[src/rtl/sb_trans_scheduler_if.sv]
// Request, generator-handshake and status signals between the sideband
// transaction scheduler and its requesters / transaction generator.
interface sb_trans_scheduler_if #(
    parameter int unsigned MAX_RETRY = 2
);
    localparam int unsigned RW = (MAX_RETRY > 0) ? $clog2(MAX_RETRY + 1) : 1;

    logic          disconnected_s;
    logic          trans_sent;
    logic          lt_req;
    logic          at_cmd_req;
    logic          at_rsp_req;
    logic          at_rsp_rcvd;
    logic [2:0]    trans_sel;
    logic          busy;
    logic          lt_done;
    logic          at_rsp_done;
    logic          at_cmd_done;
    logic          at_cmd_fail;
    logic [RW-1:0] retry_cnt;

    modport master (
        output disconnected_s, trans_sent, lt_req, at_cmd_req, at_rsp_req, at_rsp_rcvd,
        input  trans_sel, busy, lt_done, at_rsp_done, at_cmd_done, at_cmd_fail, retry_cnt
    );

    modport slave (
        input  disconnected_s, trans_sent, lt_req, at_cmd_req, at_rsp_req, at_rsp_rcvd,
        output trans_sel, busy, lt_done, at_rsp_done, at_cmd_done, at_cmd_fail, retry_cnt
    );
endinterface

[src/rtl/sb_trans_scheduler.sv]
// Arbitrates LSE/CLSE, AT command and AT response requests onto the sideband
// generator one at a time, with inter-transaction gap and AT response timeout/retry.
module sb_trans_scheduler #(
    parameter int unsigned AT_TIMEOUT = 1000,
    parameter int unsigned MAX_RETRY  = 2,
    parameter int unsigned GAP_CYCLES = 2
) (
    input  logic                 sb_clk,
    input  logic                 rst,
    sb_trans_scheduler_if.slave  bus
);
    localparam int unsigned RW = (MAX_RETRY > 0) ? $clog2(MAX_RETRY + 1) : 1;
    localparam int unsigned TW = (AT_TIMEOUT > 1) ? $clog2(AT_TIMEOUT) : 1;
    localparam int unsigned GW = (GAP_CYCLES > 1) ? $clog2(GAP_CYCLES) : 1;

    localparam logic [TW-1:0] TMO_LAST  = TW'(AT_TIMEOUT - 1);
    localparam logic [GW-1:0] GAP_LAST  = GW'((GAP_CYCLES > 0) ? GAP_CYCLES - 1 : 0);
    localparam logic [RW-1:0] RETRY_MAX = RW'(MAX_RETRY);

    localparam logic [2:0] CODE_NONE = 3'd0;
    localparam logic [2:0] CODE_CMD  = 3'd2;
    localparam logic [2:0] CODE_RSP  = 3'd3;
    localparam logic [2:0] CODE_LT   = 3'd4;

    typedef enum logic [2:0] {
        S_DISC,
        S_IDLE,
        S_ISSUE,
        S_WAIT_SENT,
        S_GAP
    } state_t;

    state_t        r_state;
    logic [2:0]    r_sel;
    logic          r_pend_lt;
    logic          r_pend_rsp;
    logic          r_pend_cmd;
    logic          r_outstanding;
    logic [TW-1:0] r_tmo_cnt;
    logic [GW-1:0] r_gap_cnt;
    logic [RW-1:0] r_retry;
    logic [2:0]    r_trans_sel;
    logic          r_busy;
    logic          r_lt_done;
    logic          r_rsp_done;
    logic          r_cmd_done;
    logic          r_cmd_fail;

    logic [2:0]    w_pick;
    logic          w_cmd_sent;
    logic          w_cmd_accept;
    logic          w_timeout;
    logic          w_retry;

    always_comb begin
        w_pick = CODE_NONE;
        if (r_pend_rsp)      w_pick = CODE_RSP;
        else if (r_pend_lt)  w_pick = CODE_LT;
        else if (r_pend_cmd) w_pick = CODE_CMD;
    end

    assign w_cmd_sent   = (r_state == S_WAIT_SENT) && bus.trans_sent && (r_sel == CODE_CMD);
    assign w_cmd_accept = bus.at_cmd_req && !r_pend_cmd && !r_outstanding;
    assign w_timeout    = r_outstanding && !bus.at_rsp_rcvd && (r_tmo_cnt == TMO_LAST);
    assign w_retry      = w_timeout && (r_retry < RETRY_MAX);

    always_ff @(posedge sb_clk) begin
        // Disconnect acts as a soft reset: no pulses, everything cleared.
        if (rst || ((r_state != S_DISC) && bus.disconnected_s)) begin
            r_state       <= S_DISC;
            r_sel         <= CODE_NONE;
            r_pend_lt     <= 1'b0;
            r_pend_rsp    <= 1'b0;
            r_pend_cmd    <= 1'b0;
            r_outstanding <= 1'b0;
            r_tmo_cnt     <= '0;
            r_gap_cnt     <= '0;
            r_retry       <= '0;
            r_trans_sel   <= CODE_NONE;
            r_busy        <= 1'b0;
            r_lt_done     <= 1'b0;
            r_rsp_done    <= 1'b0;
            r_cmd_done    <= 1'b0;
            r_cmd_fail    <= 1'b0;
        end else begin
            r_trans_sel <= CODE_NONE;
            r_lt_done   <= 1'b0;
            r_rsp_done  <= 1'b0;
            r_cmd_done  <= 1'b0;
            r_cmd_fail  <= 1'b0;

            if (r_outstanding) begin
                if (bus.at_rsp_rcvd) begin
                    r_outstanding <= 1'b0;
                    r_cmd_done    <= 1'b1;
                    r_retry       <= '0;
                end else if (w_timeout) begin
                    r_outstanding <= 1'b0;
                    if (w_retry) begin
                        r_retry <= r_retry + 1'b1;
                    end else begin
                        r_cmd_fail <= 1'b1;
                        r_retry    <= '0;
                    end
                end else begin
                    r_tmo_cnt <= r_tmo_cnt + 1'b1;
                end
            end
            if (w_cmd_sent) begin
                r_outstanding <= 1'b1;
                r_tmo_cnt     <= '0;
            end

            case (r_state)
                S_DISC: begin
                    if (!bus.disconnected_s) r_state <= S_IDLE;
                end
                S_IDLE: begin
                    if (w_pick != CODE_NONE) begin
                        r_sel       <= w_pick;
                        r_trans_sel <= w_pick;
                        r_busy      <= 1'b1;
                        r_state     <= S_ISSUE;
                        if (w_pick == CODE_RSP) r_pend_rsp <= 1'b0;
                        if (w_pick == CODE_LT)  r_pend_lt  <= 1'b0;
                        if (w_pick == CODE_CMD) r_pend_cmd <= 1'b0;
                    end
                end
                S_ISSUE: begin
                    r_state <= S_WAIT_SENT;
                end
                S_WAIT_SENT: begin
                    if (bus.trans_sent) begin
                        r_lt_done  <= (r_sel == CODE_LT);
                        r_rsp_done <= (r_sel == CODE_RSP);
                        r_gap_cnt  <= '0;
                        if (GAP_CYCLES == 0) begin
                            r_state <= S_IDLE;
                            r_busy  <= 1'b0;
                        end else begin
                            r_state <= S_GAP;
                        end
                    end
                end
                S_GAP: begin
                    if (r_gap_cnt == GAP_LAST) begin
                        r_state <= S_IDLE;
                        r_busy  <= 1'b0;
                    end else begin
                        r_gap_cnt <= r_gap_cnt + 1'b1;
                    end
                end
                default: r_state <= S_DISC;
            endcase

            // Request sets follow the IDLE clear so a same-cycle repeat is queued.
            if (r_state != S_DISC) begin
                if (bus.lt_req)              r_pend_lt  <= 1'b1;
                if (bus.at_rsp_req)          r_pend_rsp <= 1'b1;
                if (w_cmd_accept || w_retry) r_pend_cmd <= 1'b1;
            end else if (w_retry) begin
                r_pend_cmd <= 1'b1;
            end
        end
    end

    assign bus.trans_sel   = r_trans_sel;
    assign bus.busy        = r_busy;
    assign bus.lt_done     = r_lt_done;
    assign bus.at_rsp_done = r_rsp_done;
    assign bus.at_cmd_done = r_cmd_done;
    assign bus.at_cmd_fail = r_cmd_fail;
    assign bus.retry_cnt   = r_retry;

endmodule

[src/flat_wrapper.sv]
// flat-port wrapper written by rule: the top's interface ports become plain ports
module sb_trans_scheduler_flat 
#(
    parameter int unsigned AT_TIMEOUT = 1000,
    parameter int unsigned MAX_RETRY  = 2,
    parameter int unsigned GAP_CYCLES = 2
)
  (sb_clk, rst, bus_disconnected_s, bus_trans_sent, bus_lt_req, bus_at_cmd_req, bus_at_rsp_req, bus_at_rsp_rcvd, bus_trans_sel, bus_busy, bus_lt_done, bus_at_rsp_done, bus_at_cmd_done, bus_at_cmd_fail, bus_retry_cnt);
  sb_trans_scheduler_if #(.MAX_RETRY(MAX_RETRY)) bus_i ();
  input  logic sb_clk;
  input  logic rst;
  input wire logic [$bits(bus_i.disconnected_s)-1:0] bus_disconnected_s;
  input wire logic [$bits(bus_i.trans_sent)-1:0] bus_trans_sent;
  input wire logic [$bits(bus_i.lt_req)-1:0] bus_lt_req;
  input wire logic [$bits(bus_i.at_cmd_req)-1:0] bus_at_cmd_req;
  input wire logic [$bits(bus_i.at_rsp_req)-1:0] bus_at_rsp_req;
  input wire logic [$bits(bus_i.at_rsp_rcvd)-1:0] bus_at_rsp_rcvd;
  output wire logic [$bits(bus_i.trans_sel)-1:0] bus_trans_sel;
  output wire logic [$bits(bus_i.busy)-1:0] bus_busy;
  output wire logic [$bits(bus_i.lt_done)-1:0] bus_lt_done;
  output wire logic [$bits(bus_i.at_rsp_done)-1:0] bus_at_rsp_done;
  output wire logic [$bits(bus_i.at_cmd_done)-1:0] bus_at_cmd_done;
  output wire logic [$bits(bus_i.at_cmd_fail)-1:0] bus_at_cmd_fail;
  output wire logic [$bits(bus_i.retry_cnt)-1:0] bus_retry_cnt;
  assign bus_i.disconnected_s = bus_disconnected_s;
  assign bus_i.trans_sent = bus_trans_sent;
  assign bus_i.lt_req = bus_lt_req;
  assign bus_i.at_cmd_req = bus_at_cmd_req;
  assign bus_i.at_rsp_req = bus_at_rsp_req;
  assign bus_i.at_rsp_rcvd = bus_at_rsp_rcvd;
  assign bus_trans_sel = bus_i.trans_sel;
  assign bus_busy = bus_i.busy;
  assign bus_lt_done = bus_i.lt_done;
  assign bus_at_rsp_done = bus_i.at_rsp_done;
  assign bus_at_cmd_done = bus_i.at_cmd_done;
  assign bus_at_cmd_fail = bus_i.at_cmd_fail;
  assign bus_retry_cnt = bus_i.retry_cnt;
  sb_trans_scheduler #(.AT_TIMEOUT(AT_TIMEOUT), .MAX_RETRY(MAX_RETRY), .GAP_CYCLES(GAP_CYCLES)) u_core (.sb_clk(sb_clk), .rst(rst), .bus(bus_i));
endmodule
[config.mk]
export PLATFORM = sky130hd
export DESIGN_NAME = sb_trans_scheduler_flat
export DESIGN_NICKNAME = d
export VERILOG_FILES = /design/src/rtl/sb_trans_scheduler_if.sv /design/src/rtl/sb_trans_scheduler.sv /design/src/flat_wrapper.sv
export SDC_FILE = /design/constraint.sdc
export NUM_CORES = 1
export LEC_CHECK = 0
export ABC_CLOCK_PERIOD_IN_PS = 1500
export BUFFER_PORTS_ARGS = -buffer_cell sky130_fd_sc_hd__buf_2
export CELL_PAD_IN_SITES_DETAIL_PLACEMENT = 0
export CELL_PAD_IN_SITES_GLOBAL_PLACEMENT = 1
export CORE_MARGIN = 3
export CORE_UTILIZATION = 43
export DETAILED_ROUTE_END_ITERATION = 10
export HOLD_SLACK_MARGIN = 0.03
export PLACE_DENSITY_LB_ADDON = 0.1
export SLEW_MARGIN = 30
export SYNTH_ARGS = -nofsm -noshare
export SYNTH_HDL_FRONTEND = slang
export SYNTH_SLANG_ARGS = --single-unit
export TNS_END_PERCENT = 5
[constraint.sdc]
create_clock -name sb_clk -period 1.5 [get_ports sb_clk]
set_input_delay 0.15 -clock sb_clk [delete_from_list [all_inputs] [get_ports sb_clk]]
set_output_delay 0.15 -clock sb_clk [all_outputs]
set_load 0.005 [all_outputs]
# Word level (Yosys, flattened, before mapping)
# Index checks and enable logic that the tools add are counted.
# op_classes
n_eq_ne,15
bitwise_logic,7
order_cmp,1
reduce_logical,30
addsub,3
mux,39
# ops
op,n
$mux 1,26
$eq 3x2->1 const B,6
$mux 3,6
$pmux 3 s5,1
$add 10x1->10 const B,1
$eq 10x10->1 const B,1
$eq 3x3->1 const B,3
$logic_and 1x1->1,8
$mux 2,4
$not 1->1,7
$reduce_and 2->1,3
$reduce_and 3->1,2
$reduce_bool 2->1,3
$reduce_bool 3->1,2
$reduce_or 3->1,2
$ne 2x1->1 const B,2
$ne 2x2->1 const B,2
$pmux 1 s2,2
$reduce_and 4->1,1
$reduce_or 2->1,2
$reduce_or 4->1,1
$eq 3x1->1 const B,1
$logic_not 1->1,3
$logic_not 3->1,1
other kinds (4),5
# totals
word_cells,110
regBits,31
output_inout_bits,10
in_bits,8

# Logic depth before layout (Yosys ltp)
# depth
word_depth,9
ltp_mapped,6

# Worst setup path after synthesis
# OpenSTA, ideal clock, no wires.
# synth_path
kind,register -> register
start,reg u_core.r_state[1]
end,reg u_core.r_tmo_cnt[3]
setup_time_ps,116
arrival_time_ps,1244
period_less_slack_ps,1359
path_stages_with_launch,7
path_buffers,2
setup_slack_ps,141
required_ps,1384
path_cell_list,dfxtp_1 buf_6 nand4b_4 o311ai_4 buf_6 nor2_2 a31o_1
# synth_via
elab_chain_len,4
elab_cells_between_ends,7
# synth_lines
item,line,text
start: declaration,sb_trans_scheduler.sv:33,state_t r_state;
start signal: assignment,sb_trans_scheduler.sv:70,r_state <= S_DISC;
start signal: assignment,sb_trans_scheduler.sv:116,if (!bus.disconnected_s) r_state <= S_IDLE;
start signal: assignment,sb_trans_scheduler.sv:123,r_state <= S_ISSUE;
$eq 3x2->1 / $reduce_bool 3->1 (equally long branches),"sb_trans_scheduler.sv:62, sb_trans_scheduler.sv:69",
"$logic_and 1x1->1, on equally long branches","sb_trans_scheduler.sv:62, sb_trans_scheduler.sv:69",
$logic_and 1x1->1 / $logic_or 1x1->1 (equally long branches),"sb_trans_scheduler.sv:62, sb_trans_scheduler.sv:69",
$reduce_or 2->1 (no line) (*),--,
end signal: assignment,sb_trans_scheduler.sv:106,r_tmo_cnt <= r_tmo_cnt + 1'b1;
end: declaration,sb_trans_scheduler.sv:39,logic [TW-1:0] r_tmo_cnt;
# Every way passes the cells marked *; elsewhere a longest branch is shown, timed or not.
# A chain may end at the register's enable or synchronous reset.

# Final worst setup path
# Same ends and word-level chain as after synthesis.

==> metrics.cfg <==
[finish]
syn_to_final_growth_pct=17.6
num_antenna_cells=0
fillerInstances=325
fin_cells=228
drive_above_1_share_pct=27.2
nNetsFinal=192

[clocking]
cts.sinks=31
path_clk_slew_ns=0.10
htreeDepth=2
clock_path_buffers=2
ctsHoldBuffers=0
clkLatencyLatePin_ns=0.34
numCtsBuffers=5
root_buffer=clkbuf_4
cts_tree=yes

[global_route]
met1_usage_pct=21.3
grt_use_met2_pct=24.1
grt_max_degree=11
track_usage_pct=16.3
globalRouteOverflowTotal=0
grt_pass1_wl_um=5160
grt.busiest_layer=met2
grt_pass1_vias=1116
globalRouteMet3Util_pct=6.15
antenna_found_initial=0

[synth]
synth-async-reset-ratio_pct=0
synth_warnings=0
synth_commonest_cells=dfxtp_1 (31), nor2_1 (20), nand2_1 (12)
ys_types=49
yosysSeqAreaShare_pct=42.6
synth_edf_count=0
synthesis.area_um2=1460
syn_inst=155
ys_ff_latch=31
yosysMostFrequentCell=dfxtp_1
yosys-top-cells-area=dfxtp_1 (43%), nor2_1 (5.2%), a21oi_1 (3.8%)
synth_top_area_cell=dfxtp_1
synth_top_area_share_pct=42.6
avgSynthCellArea_um2=9.40
ys.flop_type=dfxtp_1
syn_nets=164

[worst_setup_path]
r2r-start=u_core.r_state[1]
worstSetupPathType=reg -> reg
arrival_ns=1.67
r2r_slack_ns=0.07
startpoint_type=register
r2r-end=u_core.r_tmo_cnt[3]
required_ns=1.74
end_kind=register
r2r_cells=4
cp_max_fo=5

[place]
dpl.hpwl_um=2350
place_ws_ns=0.0249
place_congestion=0.755
place.port_buffers=17
dp.cells=220

[route]
wl_um=3120
wl_per_cell_um=13.7
dr.pass1.iters=4
viasPerCell=5.29
antenna_left=0
vias=1205
drtIter0Drc=37
drc=0

[floorplanning]
ioPinCount=18
dieArea_um2=4120
rows=20
start_util_pct=46.2
die_h_um=64.2
core_area_um2=3150
dieWidth_um=64.2

[timing]
timing.final.ws_setup_ns=0.0667
finalClockSkew_ns=0.0134
worst_slew_pin_slew_ns=0.489
rsz0062_at_grt=true
relSlewSlack_pct=66.9
hold_viol_final=0
fin_crit_sh_pct=95.6
slew_violations=0
finalSetupViolCount=0
fmaxAchievable_mhz=698
fin_crit_ns=1.43
setup_tns_ns=0

[power_and_ir_drop]
leakagePower_nw=0.676
powerDensity_nw_per_um2=1060
ir_drop_v=0.000472

[worst_hold_path]
hold_start=bus_at_rsp_req
min_to=u_core.r_pend_rsp
hp-class=in -> reg
whs_path_depth=3

[run]
drv_cap=0

[outcome]
status=complete, no violations

-- power by group --
| group | internal, mW | total, mW | switching (mW) |
|---|---|---|---|
| combinational | 0.111 | 0.241 | 0.131 |
| clock | 0.394 | 0.692 | 0.298 |
| sequential | 0.850 | 0.886 | 0.0363 |
-- flip-flops by register name, summed over array words and instances (netlist names) --
register / cells
u_core.bus.at_cmd_done: 1
u_core.r_pend_cmd: 1
u_core.r_pend_rsp: 1
u_core.r_tmo_cnt: 10
u_core.bus.at_rsp_done: 1
u_core.r_outstanding: 1
u_core.bus.trans_sel: 3
u_core.bus.lt_done: 1
u_core.r_state: 3
u_core.bus.at_cmd_fail: 1
u_core.r_sel: 3
u_core.r_pend_lt: 1
u_core.r_gap_cnt: 1
u_core.bus.retry_cnt: 2
u_core.bus.busy: 1
-- worst max-delay path, stage by stage (launching register included) --
cell      delay, ns
dfxtp_1        0.53
nand4b_4       0.16
o311ai_4       0.36
a211oi_1       0.09
a31o_1         0.21
-- layout make-up --
type | count | area, um2 | area share [%]
Inverter | 8 | 30.0 | 1.75
Tap cell | 44 | 55.1 | 3.21
Clock inverter | 2 | 35.0 | 2.05
Timing Repair Buffer | 27 | 160 | 9.35
Sequential cell | 31 | 622 | 36.3
Clock buffer | 6 | 51.3 | 2.99
Multi-Input combinational cell | 110 | 759 | 44.3
-- metrics by stage --
| step | utilization, % | total power [mW] | hold WS (ns) | instance area [um2] |
|---|---|---|---|---|
| detailed placement | 51.4 | 1.14 | 0.410 | 1620 |
| global placement | 51.4 | 1.14 | 0.403 | 1620 |
| floorplan | - | 1.07 | 0.290 | 1460 |
| global route | 54.3 | 1.90 | 0.0482 | 1710 |
| CTS | 54.1 | 1.84 | 0.0411 | 1710 |
| finish | 54.3 | 1.82 | 0.0553 | 1710 |
-- layout by cell type, fill, tap and decap left out, types with 2 or more instances in the layout --
cell type / instances
buf_2: 17
nand4b_1: 2
nand2_1: 12
a21oi_1: 11
nand3b_1: 2
a211oi_1: 2
nor3_1: 2
a2bb2oi_1: 2
nand3_1: 5
buf_4: 10
clkbuf_4: 5
and4_1: 2
dfxtp_1: 30
nand2b_1: 2
xnor2_1: 4
nor2_1: 20
o21ai_0: 3
inv_1: 8
a31oi_1: 3
xor2_1: 2
nor2b_1: 2
and3_1: 3
nor4_1: 3
a22oi_1: 2
-- repair_timing --
action                                  CTS  global route
endpoints found under the setup margin    0            14
endpoints found under the hold margin     0             0
setup buffers                             0             0
resized for setup                         0             5
-- worst max-delay path by stage --
stage                         endpoint  slack, ns                 start
2_1_floorplan      u_core.r_tmo_cnt[3]       0.14     u_core.r_state[1]
3_3_place_gp       u_core.r_tmo_cnt[9]        0.1  u_core.r_outstanding
3_5_place_dp       u_core.r_tmo_cnt[3]       0.02     u_core.r_state[0]
4_1_cts            u_core.r_tmo_cnt[3]       0.03     u_core.r_state[0]
5_1_grt        u_core.bus.retry_cnt[0]      -0.02     u_core.r_state[2]
6_report           u_core.r_tmo_cnt[3]       0.07     u_core.r_state[1]
-- layer usage --
| metal | vias to the layer above | share of wire, % |
|---|---|---|
| li1 | 614 | - |
| met1 | 566 | 49 |
| met2 | 19 | 44 |
| met3 | 6 | 5.0 |
| met4 | 0 | 1.6 |
| met5 | - | 0 |
-- cells by family (layout without fill, tap and decap cells) --
logic type               Yosys count  in the layout  synth area share (%)
XOR/XNOR                           6              6                  3.61
AO/OA/AOI/OAI                     35             35                  19.8
multiplexers                       1              1                 0.687
AND/OR/NAND/NOR                   67             67                  26.9
adder cells (fa/ha/maj)            1              1                 0.859
flip-flops                        31             31                  42.6
buffers and inverters             14             43                  5.58
No activity file was read; power rests on OpenSTA's default activity.
